==> src/rtl/rv_pkg.sv <==
// ---------------------------------------------------------------------------
// rv_pkg
// Shared definitions for the rv32i pipeline: datapath width, load/store
// funct3 encodings, access-size codes, the MEM-stage FSM state type and a
// helper that classifies an access as misaligned.
// ---------------------------------------------------------------------------
package rv_pkg;

   localparam int XLEN = 32;

   // Load encodings (funct3)
   localparam logic [2:0] F3_LB  = 3'b000;
   localparam logic [2:0] F3_LH  = 3'b001;
   localparam logic [2:0] F3_LW  = 3'b010;
   localparam logic [2:0] F3_LBU = 3'b100;
   localparam logic [2:0] F3_LHU = 3'b101;

   // Store encodings (funct3)
   localparam logic [2:0] F3_SB  = 3'b000;
   localparam logic [2:0] F3_SH  = 3'b001;
   localparam logic [2:0] F3_SW  = 3'b010;

   // Access size is funct3[1:0] for both loads and stores
   localparam logic [1:0] SZ_B = 2'b00;
   localparam logic [1:0] SZ_H = 2'b01;
   localparam logic [1:0] SZ_W = 2'b10;

   typedef enum logic [1:0] {
      ST_RUN       = 2'b00,
      ST_WAIT_GNT  = 2'b01,
      ST_WAIT_DATA = 2'b10
   } mem_state_e;

   // An unknown size code is reported as misaligned so it never reaches memory.
   function automatic logic is_misaligned(input logic [1:0] size,
                                          input logic [1:0] addr_lo);
      logic mis;
      case (size)
         SZ_B:    mis = 1'b0;
         SZ_H:    mis = addr_lo[0];
         SZ_W:    mis = (addr_lo != 2'b00);
         default: mis = 1'b1;
      endcase
      return mis;
   endfunction

endpackage

==> src/rtl/rv_lsu_align.sv <==
// ---------------------------------------------------------------------------
// rv_lsu_align
// Combinational lane handling for the data memory port.
//   Store side: st_size/st_addr_lo/st_data -> st_strb (byte enables) and
//               st_wdata (store data replicated across the lanes).
//   Load side : ld_funct3/ld_addr_lo/ld_rdata -> ld_data (selected lane,
//               sign- or zero-extended to XLEN).
// ---------------------------------------------------------------------------
module rv_lsu_align
   import rv_pkg::*;
(
   input  logic [1:0]      st_size,
   input  logic [1:0]      st_addr_lo,
   input  logic [XLEN-1:0] st_data,
   output logic [3:0]      st_strb,
   output logic [XLEN-1:0] st_wdata,
   input  logic [2:0]      ld_funct3,
   input  logic [1:0]      ld_addr_lo,
   input  logic [XLEN-1:0] ld_rdata,
   output logic [XLEN-1:0] ld_data
);

   logic [XLEN-1:0] ld_shifted;

   // Store strobes and lane replication; aligned halves only use offsets 0/2.
   always_comb begin
      st_strb  = 4'b0000;
      st_wdata = {XLEN{1'b0}};
      case (st_size)
         SZ_B: begin
            st_strb  = 4'b0001 << st_addr_lo;
            st_wdata = {4{st_data[7:0]}};
         end
         SZ_H: begin
            st_strb  = 4'b0011 << st_addr_lo;
            st_wdata = {2{st_data[15:0]}};
         end
         SZ_W: begin
            st_strb  = 4'b1111;
            st_wdata = st_data;
         end
         default: begin
            st_strb  = 4'b0000;
            st_wdata = {XLEN{1'b0}};
         end
      endcase
   end

   // Bring the addressed lane down to bit 0 before extension.
   assign ld_shifted = ld_rdata >> {ld_addr_lo, 3'b000};

   // Load extension by funct3.
   always_comb begin
      ld_data = {XLEN{1'b0}};
      case (ld_funct3)
         F3_LB:   ld_data = {{(XLEN-8){ld_shifted[7]}}, ld_shifted[7:0]};
         F3_LH:   ld_data = {{(XLEN-16){ld_shifted[15]}}, ld_shifted[15:0]};
         F3_LW:   ld_data = ld_rdata;
         F3_LBU:  ld_data = {{(XLEN-8){1'b0}}, ld_shifted[7:0]};
         F3_LHU:  ld_data = {{(XLEN-16){1'b0}}, ld_shifted[15:0]};
         default: ld_data = ld_rdata;
      endcase
   end

endmodule

==> src/rtl/rv_stage_mem.sv <==
// ---------------------------------------------------------------------------
// rv_stage_mem
// Memory-access stage of the rv32i pipeline. Issues loads/stores over a
// req/gnt + rvalid data-memory handshake, holds the MEM/WB register and
// stalls the pipeline while a grant or read data is outstanding.
//   EX/MEM in : i_mem_valid, i_mem_is_load/store, i_mem_funct3,
//               i_mem_alu_result, i_mem_store_data, i_mem_rf_wen/waddr
//   dmem      : o_dmem_req/we/addr/wstrb/wdata, i_dmem_gnt,
//               i_dmem_rvalid, i_dmem_rdata
//   to WB     : o_wb_is_load, o_wb_dmem_rdata, o_wb_rf_wen, o_wb_rf_waddr,
//               o_wb_rf_wdata_pre
//   control   : o_mem_rf_wdata_fwd, o_mem_stall, o_mem_misaligned
// ---------------------------------------------------------------------------
module rv_stage_mem
   import rv_pkg::*;
(
   input  logic            i_clk,
   input  logic            i_rst,
   input  logic            i_mem_valid,
   input  logic            i_mem_is_load,
   input  logic            i_mem_is_store,
   input  logic [2:0]      i_mem_funct3,
   input  logic [XLEN-1:0] i_mem_alu_result,
   input  logic [XLEN-1:0] i_mem_store_data,
   input  logic            i_mem_rf_wen,
   input  logic [4:0]      i_mem_rf_waddr,
   output logic            o_dmem_req,
   output logic            o_dmem_we,
   output logic [XLEN-1:0] o_dmem_addr,
   output logic [3:0]      o_dmem_wstrb,
   output logic [XLEN-1:0] o_dmem_wdata,
   input  logic            i_dmem_gnt,
   input  logic            i_dmem_rvalid,
   input  logic [XLEN-1:0] i_dmem_rdata,
   output logic            o_wb_is_load,
   output logic [XLEN-1:0] o_wb_dmem_rdata,
   output logic            o_wb_rf_wen,
   output logic [4:0]      o_wb_rf_waddr,
   output logic [XLEN-1:0] o_wb_rf_wdata_pre,
   output logic [XLEN-1:0] o_mem_rf_wdata_fwd,
   output logic            o_mem_stall,
   output logic            o_mem_misaligned
);

   mem_state_e state;
   mem_state_e next_state;

   // MEM/WB pipeline register
   logic            reg_is_load;
   logic            reg_rf_wen;
   logic [4:0]      reg_rf_waddr;
   logic [XLEN-1:0] reg_wdata_pre;
   logic [2:0]      reg_funct3;
   logic [1:0]      reg_addr_lo;

   logic            is_mem;
   logic            access_mis;
   logic            access_ok;
   logic            data_wait;
   logic            req;
   logic            stall;
   logic            advance;
   logic            bubble;
   logic            mis_flag;
   logic [3:0]      st_strb;
   logic [XLEN-1:0] st_wdata;
   logic [XLEN-1:0] ld_data;

   assign is_mem     = i_mem_valid & (i_mem_is_load | i_mem_is_store);
   assign access_mis = is_mem & is_misaligned(i_mem_funct3[1:0], i_mem_alu_result[1:0]);
   assign access_ok  = is_mem & ~access_mis;
   // A granted load sits in MEM/WB until its read data comes back.
   assign data_wait  = reg_is_load & ~i_dmem_rvalid;

   rv_lsu_align u_align (
      .st_size    (i_mem_funct3[1:0]),
      .st_addr_lo (i_mem_alu_result[1:0]),
      .st_data    (i_mem_store_data),
      .st_strb    (st_strb),
      .st_wdata   (st_wdata),
      .ld_funct3  (reg_funct3),
      .ld_addr_lo (reg_addr_lo),
      .ld_rdata   (i_dmem_rdata),
      .ld_data    (ld_data)
   );

   // FSM state register.
   always_ff @(posedge i_clk or posedge i_rst) begin
      if (i_rst) begin
         state <= ST_RUN;
      end else begin
         state <= next_state;
      end
   end

   // Next state, request and pipeline control. WAIT_DATA shares RUN's
   // logic so a new request can issue in the cycle the read data returns.
   always_comb begin
      next_state = state;
      req        = 1'b0;
      stall      = 1'b0;
      advance    = 1'b0;
      bubble     = 1'b0;
      mis_flag   = 1'b0;
      case (state)
         ST_RUN, ST_WAIT_DATA, ST_WAIT_GNT: begin
            if (data_wait) begin
               // MEM/WB frozen, nothing issued while a load is outstanding
               stall      = 1'b1;
               next_state = ST_WAIT_DATA;
            end else if (access_ok) begin
               req = 1'b1;
               if (i_dmem_gnt) begin
                  advance    = 1'b1;
                  next_state = ST_RUN;
               end else begin
                  stall      = 1'b1;
                  bubble     = 1'b1;
                  next_state = ST_WAIT_GNT;
               end
            end else begin
               // non-memory op, misaligned access or empty slot
               advance    = 1'b1;
               mis_flag   = access_mis;
               next_state = ST_RUN;
            end
         end
         default: begin
            bubble     = 1'b1;
            next_state = ST_RUN;
         end
      endcase
   end

   // MEM/WB register: capture on advance, insert bubble, otherwise hold.
   always_ff @(posedge i_clk or posedge i_rst) begin
      if (i_rst) begin
         reg_is_load   <= 1'b0;
         reg_rf_wen    <= 1'b0;
         reg_rf_waddr  <= 5'd0;
         reg_wdata_pre <= {XLEN{1'b0}};
         reg_funct3    <= 3'd0;
         reg_addr_lo   <= 2'd0;
      end else if (advance) begin
         reg_is_load   <= access_ok & i_mem_is_load;
         reg_rf_wen    <= i_mem_valid & i_mem_rf_wen & ~access_mis;
         reg_rf_waddr  <= i_mem_rf_waddr;
         reg_wdata_pre <= i_mem_alu_result;
         reg_funct3    <= i_mem_funct3;
         reg_addr_lo   <= i_mem_alu_result[1:0];
      end else if (bubble) begin
         reg_is_load   <= 1'b0;
         reg_rf_wen    <= 1'b0;
         reg_rf_waddr  <= 5'd0;
         reg_wdata_pre <= {XLEN{1'b0}};
         reg_funct3    <= 3'd0;
         reg_addr_lo   <= 2'd0;
      end else begin
         reg_is_load   <= reg_is_load;
         reg_rf_wen    <= reg_rf_wen;
         reg_rf_waddr  <= reg_rf_waddr;
         reg_wdata_pre <= reg_wdata_pre;
         reg_funct3    <= reg_funct3;
         reg_addr_lo   <= reg_addr_lo;
      end
   end

   // Output drive; everything reads as zero while reset is held.
   always_comb begin
      o_dmem_req         = 1'b0;
      o_dmem_we          = 1'b0;
      o_dmem_addr        = {XLEN{1'b0}};
      o_dmem_wstrb       = 4'b0000;
      o_dmem_wdata       = {XLEN{1'b0}};
      o_wb_is_load       = 1'b0;
      o_wb_dmem_rdata    = {XLEN{1'b0}};
      o_wb_rf_wen        = 1'b0;
      o_wb_rf_waddr      = 5'd0;
      o_wb_rf_wdata_pre  = {XLEN{1'b0}};
      o_mem_rf_wdata_fwd = {XLEN{1'b0}};
      o_mem_stall        = 1'b0;
      o_mem_misaligned   = 1'b0;
      if (!i_rst) begin
         o_dmem_req         = req;
         o_dmem_we          = req & i_mem_is_store;
         o_dmem_addr        = req ? {i_mem_alu_result[XLEN-1:2], 2'b00} : {XLEN{1'b0}};
         o_dmem_wstrb       = (req & i_mem_is_store) ? st_strb : 4'b0000;
         o_dmem_wdata       = (req & i_mem_is_store) ? st_wdata : {XLEN{1'b0}};
         o_wb_is_load       = reg_is_load;
         o_wb_dmem_rdata    = ld_data;
         // a load only writes back in the cycle its data arrives
         o_wb_rf_wen        = reg_rf_wen & (~reg_is_load | i_dmem_rvalid);
         o_wb_rf_waddr      = reg_rf_waddr;
         o_wb_rf_wdata_pre  = reg_wdata_pre;
         o_mem_rf_wdata_fwd = i_mem_alu_result;
         o_mem_stall        = stall;
         o_mem_misaligned   = mis_flag;
      end else begin
         o_mem_stall        = 1'b0;
      end
   end

endmodule

==> config.mk <==
export PLATFORM = sky130hd
export DESIGN_NAME = rv_stage_mem
export DESIGN_NICKNAME = d
export VERILOG_FILES = /design/src/rtl/rv_pkg.sv /design/src/rtl/rv_lsu_align.sv /design/src/rtl/rv_stage_mem.sv
export SDC_FILE = /design/constraint.sdc
export NUM_CORES = 1
export LEC_CHECK = 0
export CAP_MARGIN = 20
export CORE_AREA = 2 2 111 113
export DETAILED_ROUTE_END_ITERATION = 7
export DIE_AREA = 0 0 113 115
export PLACE_DENSITY_LB_ADDON = 0.08
export SLEW_MARGIN = 40
export SYNTH_ARGS = -nofsm -noshare
export SYNTH_HDL_FRONTEND = slang
export SYNTH_SLANG_ARGS = --single-unit
==> constraint.sdc <==
create_clock -name i_clk -period 2.53 [get_ports i_clk]
set_clock_uncertainty 0.1 [all_clocks]
set_input_delay 0.253 -clock i_clk [delete_from_list [all_inputs] [get_ports i_clk]]
set_output_delay 0.253 -clock i_clk [all_outputs]
set_load 0.005 [all_outputs]
### Word level (Yosys, flattened, before mapping)

Index checks and enable logic that the tools add are counted.

| storage, ports and cells | value |
|---|---|
| register bits after elaboration | 46 |
| input port bits | 112 |
| output and inout bits | 175 |
| logic and storage cells | 88 |

| operators by class | value |
|---|---|
| equality and inequality tests | 7 |
| shifts and indexed selects | 3 |
| muxes and demuxes | 51 |
| bitwise gates (word level) | 14 |
| reduce and logical (&&, ||, !) cells | 6 |

Operators with widths:

| operator | number |
|---|---|
| $mux W32 | 9 |
| $pmux W32 S4 | 1 |
| $pmux W32 S3 | 1 |
| $shr A32 B5 Y16 | 1 |
| $mux W1 | 26 |
| $mux W5 | 3 |
| $pmux W4 S3 | 1 |
| $mux W2 | 5 |
| $and A1 B1 Y1 | 9 |
| $mux W4 | 2 |
| $eq A3 B3 Y1 const B | 2 |
| $mux W3 | 2 |
| $eq A2 B1 Y1 const B | 2 |
| $eq A2 B2 Y1 const B | 2 |
| $logic_not A2 Y1 | 2 |
| $reduce_bool A2 Y1 | 2 |
| $shl A1 B2 Y4 const A | 1 |
| $shl A2 B2 Y4 const A | 1 |
| $eq A3 B1 Y1 const B | 1 |
| $logic_not A3 Y1 | 1 |
| $not A1 Y1 | 3 |
| $pmux W1 S3 | 1 |
| $reduce_or A3 Y1 | 1 |
| $or A1 B1 Y1 | 2 |

### Longest topological paths before layout

| logic depth | value |
|---|---|
| depth after elaboration | 11 |
| depth in mapped cells | 6 |
| depth with buffers taken out | 5 |

### Modules after synthesis

A second synthesis with hierarchy kept.

| unflattened totals | value |
|---|---|
| cells, all modules | 499 |
| area total of the unflattened synthesis | 3906.2 µm² |

By module, submodules not included:

| module | times used | cells each | area an instance (µm²) | sequential area each (µm²) |
|---|---|---|---|---|
| rv_stage_mem | 1 | 305 | 2800.2 | 1101.1 |
| rv_lsu_align | 1 | 194 | 1106.1 | 0.0 |

### Worst setup path before layout

OpenSTA, ideal clock, no wires.

| timing path | value |
|---|---|
| kind | input-to-output |
| start | in i_rst |
| end | out o_wb_rf_wen |
| data arrival time | 2.220 ns |
| slack | -0.043 ns |
| stages on the path | 3 |
| buffers on the path | 1 |
| cells stage by stage | clkbuf_1 -> clkinv_1 -> and3_1 |

| between the ends | value |
|---|---|
| cells in the longest elaborated chain, start to end | 1 |

RTL lines:

| item | line | text |
|---|---|---|
| start: declaration | rv_stage_mem.sv:18 | `input logic i_rst,` |
| $mux W1 | rv_stage_mem.sv:183 | `if (!i_rst) begin` |
| end: declaration | rv_stage_mem.sv:37 | `output logic o_wb_rf_wen,` |

No other way between the ends.

==> flow_summary.json <==
{
  "synth-seq-area-share": 0.305,
  "cts_root_buffer": "clkbuf_16",
  "slew_viol_final": 0,
  "vias_per_cell": 4.99,
  "status": "finished with violations",
  "relSlewSlack": 0.581,
  "total_power_mw": 2.56,
  "hold_viol": 0,
  "die_y_um": 115,
  "netlist_area_um2": 3610,
  "synth.top_cell.area_share": 0.305,
  "ant_nets": 0,
  "seq_area_um2": 1100,
  "first_iter_violations": 236,
  "syn_inst": 419,
  "fillers": 1068,
  "cts.sinks": 44,
  "worstSetupStartpoint": "reg_wdata_pre[1]",
  "crit_buf_inv": 2,
  "worstMarginPinSlew_ns": 0.627,
  "antenna_found_initial": 1,
  "crit_chain": "mux4_2 -> nand2b_1 -> or3_4 -> buf_4 -> a21oi_1 -> dlygate4sd2_1",
  "drive_gt1_frac": 0.231,
  "gr-total-overflow": 0,
  "rsz0062_at_grt": "yes",
  "endpoint_kind": "output pin",
  "synth_edf_count": 0,
  "grt_pass1_vias": 4382,
  "area_growth_pct": 102,
  "async_reset_ff_frac": 1.00,
  "power.leakage_nw": 3.63,
  "htreeDepth": 2,
  "synth_most_common_cell": "nor2b_1",
  "setup_violations": 0,
  "crit_family": "simple AND/OR/NAND/NOR gates",
  "yosysTopAreaCell": "dfrtp_1",
  "cp_slowest_cell": "dfrtp_1",
  "vias": 4442,
  "hold_buffers": 0,
  "ys_seq_elements": 44,
  "cp-start-kind": "register",
  "place_congestion": 0.835,
  "worstPathArrival_ns": 2.13,
  "r2r_start": "reg_is_load",
  "path_class": "register to output pin",
  "clock.fmax_mhz": 402,
  "coreArea_um2": 11800,
  "post-route-drc-count": 16,
  "max_cap_viol_count": 0,
  "max_stage_delay_ns": 0.41,
  "rows": 40,
  "io_pins": 287,
  "avgSynthCellArea_um2": 8.61,
  "dp_slack_ns": -0.341,
  "wirelength_um": 15400,
  "grt_max_degree": 41,
  "cts_made_buffers": 5,
  "dpl.hpwl_um": 10900,
  "die_x_um": 113,
  "grtUsageTotal": 0.219,
  "clkTransAtPathRegs_ns": 0.07,
  "ys_top_cells_by_count": "72 x nor2b_1, 44 x dfrtp_1, 41 x a22o_1",
  "wire_per_inst_um": 17.2,
  "holdCritPathClass": "primary input to asynchronous set/reset pin",
  "die_area_um2": 13000,
  "multi_input_area_um2": 2370,
  "insertion_delay_ns": 0.27,
  "period_share": 0.983,
  "nNetsFinal": 855,
  "setup_slack_ns": 0.0438,
  "io_buffers": 284,
  "cts_tree": "yes",
  "p_per_area_nw_per_um2": 351,
  "synth_area_leaders": "dfrtp_1 31%, nor2b_1 12%, a22o_1 10%, and2_1 6.6%, a22oi_1 4.6%",
  "synth-warning-count": 0,
  "vdd_ir_drop_max_v": 0.000306,
  "path_max_fanout": 7,
  "violations": "DRC",
  "fin_crit_ns": 2.49,
  "crit_required_ns": 2.18,
  "synth_ff_type": "dfrtp_1",
  "first_pass_iters": 7,
  "grt_pass1_wl_um": 23200,
  "fin_tns_setup_ns": 0,
  "clockBufferDepth": 2,
  "initial_core_util": 0.305,
  "synth.distinct_cells": 41,
  "antenna_cells": 0
}
==> flip-flops by register name (all words and copies together), names as in the netlist <==
register / flops
reg_is_load: 1
reg_rf_waddr: 5
reg_funct3: 3
reg_wdata_pre: 32
reg_rf_wen: 1
state: 2
==> where the power goes <==
| part | internal (mW) | switching, mW |
|---|---|---|
| Combinational | 0.617 | 0.411 |
| Sequential | 0.763 | 0.0341 |
| Clock | 0.469 | 0.267 |
==> timing repair <==
item                                   4_1_cts  5_1_grt
setup endpoints to repair                  101       40
endpoints found under the hold margin        0        0
buffers inserted                            24        7
pin swaps                                    5       14
gates resized for setup                    109      102
gates cloned                                 3        2
==> through the flow <==
step	area, µm²	cells	utilization	hold WS (ns)
after global placement	6820	847	0.578	0.379
after floorplan	3610	420	-	0.286
final	7290	891	0.617	0.130
after detailed placement	6820	847	0.578	0.382
after global routing	7290	891	0.617	0.148
after CTS	7190	882	0.609	0.121
==> cell usage in the layout, fill, tap and decap left out, types with 15 or more instances in the layout <==
master,Yosys,final
dfrtp_1,44,44
nand2_1,26,24
and2_1,38,38
a22o_1,41,41
a22oi_1,22,22
buf_4,2,54
a21o_1,16,16
clkdlybuf4s15_1,0,15
dlygate4sd2_1,0,41
clkbuf_2,0,29
clkdlybuf4s50_1,0,179
dlymetal6s2s_1,0,17
nor2b_1,72,71
a21oi_1,18,15
==> worst min-delay path, delay by kind of cell <==
family	cells	cell delay [ns]
buf+inv	3	0.61
==> layer usage <==
layer,global-route usage,up-vias,share of wire
met5,0,-,0
met4,0.0561,0,0.018
met3,0.0517,18,0.077
met2,0.395,173,0.51
met1,0.265,2116,0.40
li1,-,2135,-
==> logic make-up (layout without fill, tap and decap cells) <==
kind of cell / Yosys count / count (layout) / share of synthesized area
mux: 18 / 18 / 0.0566
simple gates: 169 / 169 / 0.275
other cells: 1 / 2 / 0.00104
buf+inv: 53 / 377 / 0.0659
compound gates: 134 / 134 / 0.296
flops: 44 / 44 / 0.305
==> area by class of cell <==
cell class,count,area share
Timing Repair inverter,1,0.00103
Clock inverter,3,0.00635
Tap cell,147,0.0252
Inverter,12,0.00686
Timing Repair Buffer,356,0.467
Multi-Input combinational cell,323,0.325
Sequential cell,44,0.151
Clock buffer,5,0.0172
==> worst paths after layout <==
path	slack, ns	to	cells after the start
setup / recovery	0.04	o_wb_dmem_rdata[13]	6
hold / removal	0.13	reg_wdata_pre[1]	3
setup reg to reg	0.90	reg_rf_wen	5
hold reg to reg	0.39	reg_wdata_pre[7]	1
max in group asynchronous	1.70	reg_wdata_pre[14]	4
min in group i_clk	0.28	reg_wdata_pre[1]	3
No activity file was read; power rests on OpenSTA's default activity.
